<file path="config.mk">
export PLATFORM = sky130hd
export DESIGN_NAME = add_seq_ctrl
export DESIGN_NICKNAME = d
export VERILOG_FILES = /design/src/rtl/add_seq_pkg.sv /design/src/rtl/add_seq_ctrl_slice_adder.sv /design/src/rtl/add_seq_ctrl.sv
export SDC_FILE = /design/constraint.sdc
export NUM_CORES = 1
export LEC_CHECK = 0
export CAP_MARGIN = 20
export CORE_ASPECT_RATIO = 1.1
export CORE_MARGIN = 3
export CORE_UTILIZATION = 35
export DETAILED_ROUTE_END_ITERATION = 6
export GPL_TIMING_DRIVEN = 0
export PLACE_DENSITY_LB_ADDON = 0.1
export SYNTH_ARGS = -nofsm -noshare
export SYNTH_HDL_FRONTEND = slang
export SYNTH_SLANG_ARGS = --single-unit
</file>
<file path="constraint.sdc">
create_clock -name clk -period 5.6 [get_ports clk]
set_input_delay 1.12 -clock clk [delete_from_list [all_inputs] [get_ports clk]]
set_output_delay 1.12 -clock clk [all_outputs]
set_load 0.02 [all_outputs]
</file>
<file path="src/rtl/add_seq_pkg.sv">
// add_seq_pkg: shared types and helpers for the multi-cycle adder sequencer.
//   state_e      - controller states (IDLE, RUN, DONE)
//   DEF_WIDTH    - default operand/result width
//   DEF_SLICE    - default width of the shared adder slice
//   nslice_f     - number of beats per operation
//   idx_width_f  - beat-index register width (never below 1 bit)
package add_seq_pkg;

    localparam int DEF_WIDTH = 32;
    localparam int DEF_SLICE = 8;

    typedef enum logic [1:0] {
        IDLE = 2'd0,
        RUN  = 2'd1,
        DONE = 2'd2
    } state_e;

    function automatic int nslice_f(input int width, input int slice);
        return width / slice;
    endfunction

    // A single-beat configuration still needs a 1-bit index register.
    function automatic int idx_width_f(input int nslice);
        return (nslice > 1) ? $clog2(nslice) : 1;
    endfunction

endpackage

</file>
<file path="src/rtl/add_seq_ctrl_slice_adder.sv">
// slice_adder: combinational W-bit adder with carry in and carry out.
// Ports:
//   a, b  - W-bit slice operands
//   cin   - carry into bit 0
//   s     - W-bit slice sum
//   cout  - carry out of bit W-1
module slice_adder #(
    parameter int W = 8
) (
    input  logic [W-1:0] a,
    input  logic [W-1:0] b,
    input  logic         cin,
    output logic [W-1:0] s,
    output logic         cout
);

    logic [W:0] sum_w;

    assign sum_w = {1'b0, a} + {1'b0, b} + {{W{1'b0}}, cin};
    assign s     = sum_w[W-1:0];
    assign cout  = sum_w[W];

endmodule

</file>
<file path="src/rtl/add_seq_ctrl.sv">
// add_seq_ctrl: WIDTH-bit adder that time-shares one SLICE-bit adder over
// NSLICE beats, LSB slice first, with the carry held in a register between
// beats. One operation in flight; valid/ready on both sides.
//
// Optional build macro ADD_SUB_EN: adds the sub input. When sub is high on
// accept, b is inverted slice by slice and the first carry-in is 1, giving
// a - b; cout=1 then means no borrow. Without the macro the block only adds.
//
// Ports:
//   clk, rst_n          - clock, asynchronous active-low reset
//   in_valid / in_ready - operand handshake; a, b (and sub) sampled on accept
//   out_valid/out_ready - result handshake; sum, cout held while out_valid
//   busy                - high while an operation is in RUN or DONE
//
// state | meaning
// IDLE  | waiting for operands, in_ready=1
// RUN   | one slice added per cycle, idx selects the slice
// DONE  | result presented until out_ready, no new accepts
module add_seq_ctrl
    import add_seq_pkg::*;
#(
    parameter int WIDTH = DEF_WIDTH,
    parameter int SLICE = DEF_SLICE
) (
    input  logic             clk,
    input  logic             rst_n,
    input  logic             in_valid,
    output logic             in_ready,
    input  logic [WIDTH-1:0] a,
    input  logic [WIDTH-1:0] b,
`ifdef ADD_SUB_EN
    input  logic             sub,
`endif
    output logic             out_valid,
    input  logic             out_ready,
    output logic [WIDTH-1:0] sum,
    output logic             cout,
    output logic             busy
);

    localparam int NSLICE = nslice_f(WIDTH, SLICE);
    localparam int IDX_W  = idx_width_f(NSLICE);
    localparam logic [IDX_W-1:0] IDX_LAST = IDX_W'(NSLICE - 1);

    if ((WIDTH % SLICE) != 0) begin : g_bad_slice
        $error("add_seq_ctrl: WIDTH must be a multiple of SLICE");
    end

    state_e             state_q, state_d;
    logic [IDX_W-1:0]   idx_q, idx_d;
    logic [WIDTH-1:0]   a_q, a_d;
    logic [WIDTH-1:0]   b_q, b_d;
    logic [WIDTH-1:0]   res_q, res_d;
    logic [WIDTH-1:0]   sum_q, sum_d;
    logic               carry_q, carry_d;
    logic               cout_q, cout_d;
`ifdef ADD_SUB_EN
    logic               sub_q, sub_d;
`endif

    int                 base;
    logic [SLICE-1:0]   sl_a;
    logic [SLICE-1:0]   sl_b;
    logic [SLICE-1:0]   sl_s;
    logic               sl_c;

    assign base = int'(idx_q) * SLICE;
    assign sl_a = a_q[base +: SLICE];
`ifdef ADD_SUB_EN
    // Inverting b plus an initial carry of 1 forms the two's complement.
    assign sl_b = b_q[base +: SLICE] ^ {SLICE{sub_q}};
`else
    assign sl_b = b_q[base +: SLICE];
`endif

    slice_adder #(
        .W (SLICE)
    ) u_slice_adder (
        .a    (sl_a),
        .b    (sl_b),
        .cin  (carry_q),
        .s    (sl_s),
        .cout (sl_c)
    );

    always_comb begin
        state_d = state_q;
        idx_d   = idx_q;
        a_d     = a_q;
        b_d     = b_q;
        res_d   = res_q;
        sum_d   = sum_q;
        carry_d = carry_q;
        cout_d  = cout_q;
`ifdef ADD_SUB_EN
        sub_d   = sub_q;
`endif
        case (state_q)
            IDLE: begin
                if (in_valid) begin
                    a_d     = a;
                    b_d     = b;
                    idx_d   = '0;
                    res_d   = '0;
`ifdef ADD_SUB_EN
                    sub_d   = sub;
                    carry_d = sub;
`else
                    carry_d = 1'b0;
`endif
                    state_d = RUN;
                end
            end
            RUN: begin
                res_d[base +: SLICE] = sl_s;
                carry_d = sl_c;
                if (idx_q == IDX_LAST) begin
                    // Output registers only change here, so sum/cout hold
                    // the previous result while the next one is computed.
                    sum_d   = res_d;
                    cout_d  = sl_c;
                    idx_d   = '0;
                    state_d = DONE;
                end else begin
                    idx_d = idx_q + IDX_W'(1);
                end
            end
            DONE: begin
                if (out_ready) begin
                    state_d = IDLE;
                end
            end
            default: begin
                state_d = IDLE;
            end
        endcase
    end

    always_ff @(posedge clk or negedge rst_n) begin
        if (!rst_n) begin
            state_q <= IDLE;
            idx_q   <= '0;
            a_q     <= '0;
            b_q     <= '0;
            res_q   <= '0;
            sum_q   <= '0;
            carry_q <= 1'b0;
            cout_q  <= 1'b0;
`ifdef ADD_SUB_EN
            sub_q   <= 1'b0;
`endif
        end else begin
            state_q <= state_d;
            idx_q   <= idx_d;
            a_q     <= a_d;
            b_q     <= b_d;
            res_q   <= res_d;
            sum_q   <= sum_d;
            carry_q <= carry_d;
            cout_q  <= cout_d;
`ifdef ADD_SUB_EN
            sub_q   <= sub_d;
`endif
        end
    end

    assign in_ready  = (state_q == IDLE);
    assign out_valid = (state_q == DONE);
    assign busy      = (state_q == RUN) || (state_q == DONE);
    assign sum       = sum_q;
    assign cout      = cout_q;

endmodule

</file>
==> impl_metrics.ini <==
[run_status]
status = completed

[clock_tree]
cts_repair_resize_count = 0
tritoncts = yes
postCtsHoldBufs = 0
cts.sinks = 134
max-clock-path-buffers = 2
post_cts_setup_buffer_count = 0
htree_num_levels = 4
clk_latency_ns = 0.42
cts_root_buffer = clkbuf_16
cts_inserted_buffers = 17
path_clk_slew_ns = 0.06

[sta]
post-route-min-period_ns = 3.59
final_min_period_over_clock_period_pct = 64.1
hold_viol = 0
slew-limit-headroom_pct = 39.6
fin_tns_setup_ns = 0
fin_hold_ws_ns = 0.471
timing.fmax_ghz = 0.278
finClkSkew_ns = 0.00922
setup_slack_ns = 2.01
slew_viol_final = 0
finalSetupViolations = 0
grt_setup_unrepaired = false
tightest_slew_ns = 0.899

[power]
p_int_mw = 3.29
power.switching_fraction_pct = 41.6
power.ir.vdd_worst_mv = 0.369
p_sw_mw = 2.34
post-layout-total-power_mw = 5.63
power_leakage_nw = 3.47
share_comb_of_total_power_pct = 52.0
power_density_nw_per_um2 = 696
relative_contribution_of_the_clock_network_to_total_power_pct = 20.3
share_seq_of_total_power_pct = 27.7

[critical_path]
reg2reg_depth = 10
setup.worst_path.class = reg2reg
timing.critical_path.from = idx_q[0]
critPathRequiredTime_ns = 5.86
kind_of_end_point_of_the_critical_path = register
critical_path.reg2reg.startpoint = idx_q[0]
setup.reg_to_reg.worst_slack_ns = 2.01
critical_path_arrival_ns = 3.85
critical_path_peak_fanout = 10
timing.rr.end = sum[14]
cp-start-kind = register

[global_route]
gr-total-overflow = 0
grt_pass1_vias = 4477
grt_pass1_wl_um = 24000
grt_antenna_before_repair = 0
grt_usage_pct = 16.4
grt_max_degree = 70

[synthesis]
synth_seq_area_share_pct = 54.7
postSynthRegisterBits = 134
ys_dominant_reg_cell = dfrtp_1
async_reset_ff_share_pct = 100
number_of_standard_cells_after_synthesis = 483
mappedNetlistNets = 569
post_synth_instance_area_um2 = 6130
synth.distinct_cells = 42
synth.yosys.warnings = 0
average_cell_area_after_synthesis_um2 = 12.7
number_of_flops_mapped_to_enable_cells_by_yosys = 0

[route]
drcViolationCount = 0
met1Wirelength_um = 6520
drt_wl_total_um = 15200
drt-pass1-iter-count = 4
routed-via-count = 4276
wl_per_cell_um = 17.8
route.top_layer_used = met4
ant_nets = 0
drt_iter0_markers = 239
wl_met3_um = 571
post_drt_via_cell_ratio = 5.02
met2WireLength_um = 7790

[die]
placement_rows = 50
die_height_um = 145
floorplan.io_pins = 104
fp.dieArea_um2 = 19100
initial_core_util_pct = 35.9
design.core.area_um2 = 17100
die_width_um = 132

[layout]
finish.utilization_pct = 47.4
seqCellArea_um2 = 3350
final_layout_size_suffix_gt1_share_pct = 22.5
antennaDiodeCount = 0
leading_cell_type_in_the_layout_fill_and_taps_excluded = dfrtp_1
most-common-layout-cells = dfrtp_1 (134), clkdlybuf4s50_1 (102), mux2_2 (66)
area_delta_synth_final_pct = 32.0
instances_no_fill = 852
final_area_um2 = 8090
fillerInstances = 1564
finalNetCount = 692
multi_input_comb_area_um2 = 2640

[placed_design]
place_hpwl_um = 11100
place.gp.congestion = 0.824
placedCellCount = 821
port-buffer-count = 103
dp_worst_setup_slack_ns = 2.02
dpl_cell_area_um2 = 7480

[flow_run]
maxCapViolCount = 0

[worst_hold_path]
holdCritStartpoint = res_q[30]
worst_hold_path.endpoint = res_q[30]
min_delay_path_depth = 2
hold_wc_path_type = reg2reg
==> cell usage after synthesis, types with 2 or more instances <==
master    count  area (µm²)
a32oi_1       4        35.0
a221oi_1     14         123
xnor2_1       2        17.5
clkbuf_1      5        18.8
xor2_1        3        26.3
buf_2        10        50.1
mux2_2       66         743
a211oi_2      2        25.0
o21ai_1       5        25.0
nand2b_1      3        18.8
nor3_4        2        32.5
inv_1        14        52.6
nor2_1       37         139
and2_1        6        37.5
dfrtp_1     134        3350
buf_4         2        15.0
o21ai_0      38         190
ha_1         16         200
o21a_1        2        15.0
fa_1          2        40.0
and3_1       12        75.1
a22o_1       12         105
mux4_2       16         360
a21oi_1      23         115
nand2_1      36         135
==> logic make-up (layout without fill, tap and decap cells) <==
kind of cell,after synthesis,after routing,share of synthesized area (%)
adder cells (fa/ha/maj),18,18,3.92
flip-flops,134,134,54.7
XOR/XNOR,6,6,0.980
buffers and inverters,32,167,2.29
AO/OA/AOI/OAI,110,110,11.9
AND/OR/NAND/NOR,101,101,8.21
multiplexers,82,82,18.0
==> cell type report <==
class	instances	area share, %
sequential	134	41.5
clock buffer	22	5.99
timing repair buffer	104	13.1
clock inverter	9	1.53
buffer	18	1.08
multi-input combinational	317	32.6
inverter	14	0.650
tap	234	3.62
==> power groups by stage <==
| stage | clock network, mW | logic (mW) | registers (mW) |
|---|---|---|---|
| 3_5_place_dp | 0 | 2.95 | 1.58 |
| 5_1_grt | 1.21 | 3.21 | 1.61 |
| 6_report | 1.15 | 2.93 | 1.56 |
| 3_3_place_gp | 0 | 2.91 | 1.56 |
| 4_1_cts | 1.17 | 2.96 | 1.56 |
| 2_1_floorplan | 0 | 1.88 | 1.63 |
==> layer usage <==
layer / vias to the layer above / track usage (%)
met4: 0 / 6.30
met1: 2144 / 20.1
met3: 23 / 3.49
li1: 2006 / -
met2: 103 / 28.8
met5: - / 0
==> sequential cells by signal, indices dropped and copies added (netlist names) <==
signal,flops
state_q,2
res_q,32
b_q,32
cout,1
a_q,32
sum,32
idx_q,2
carry_q,1
==> critical path, stage by stage, from the launching register on <==
cell	delay, ns
dfrtp_1	0.42
buf_4	0.28
mux4_2	0.55
fa_1	0.47
inv_1	0.09
fa_1	0.24
nand2b_1	0.17
a21oi_1	0.09
a211oi_2	0.22
xor2_1	0.67
o21ai_0	0.21
==> worst max path at each step <==
stage | to | slack, ns | cells past startpoint
finish | sum[14] | 2.01 | 10
global route | sum[22] | 1.78 | 9
CTS | res_q[6] | 1.99 | 10
detailed placement | res_q[6] | 2.02 | 10
global placement | b_q[21] | -1.91 | 1
floorplan | res_q[14] | 2.75 | 10
Note: power is estimated with default switching activity, not from simulation.
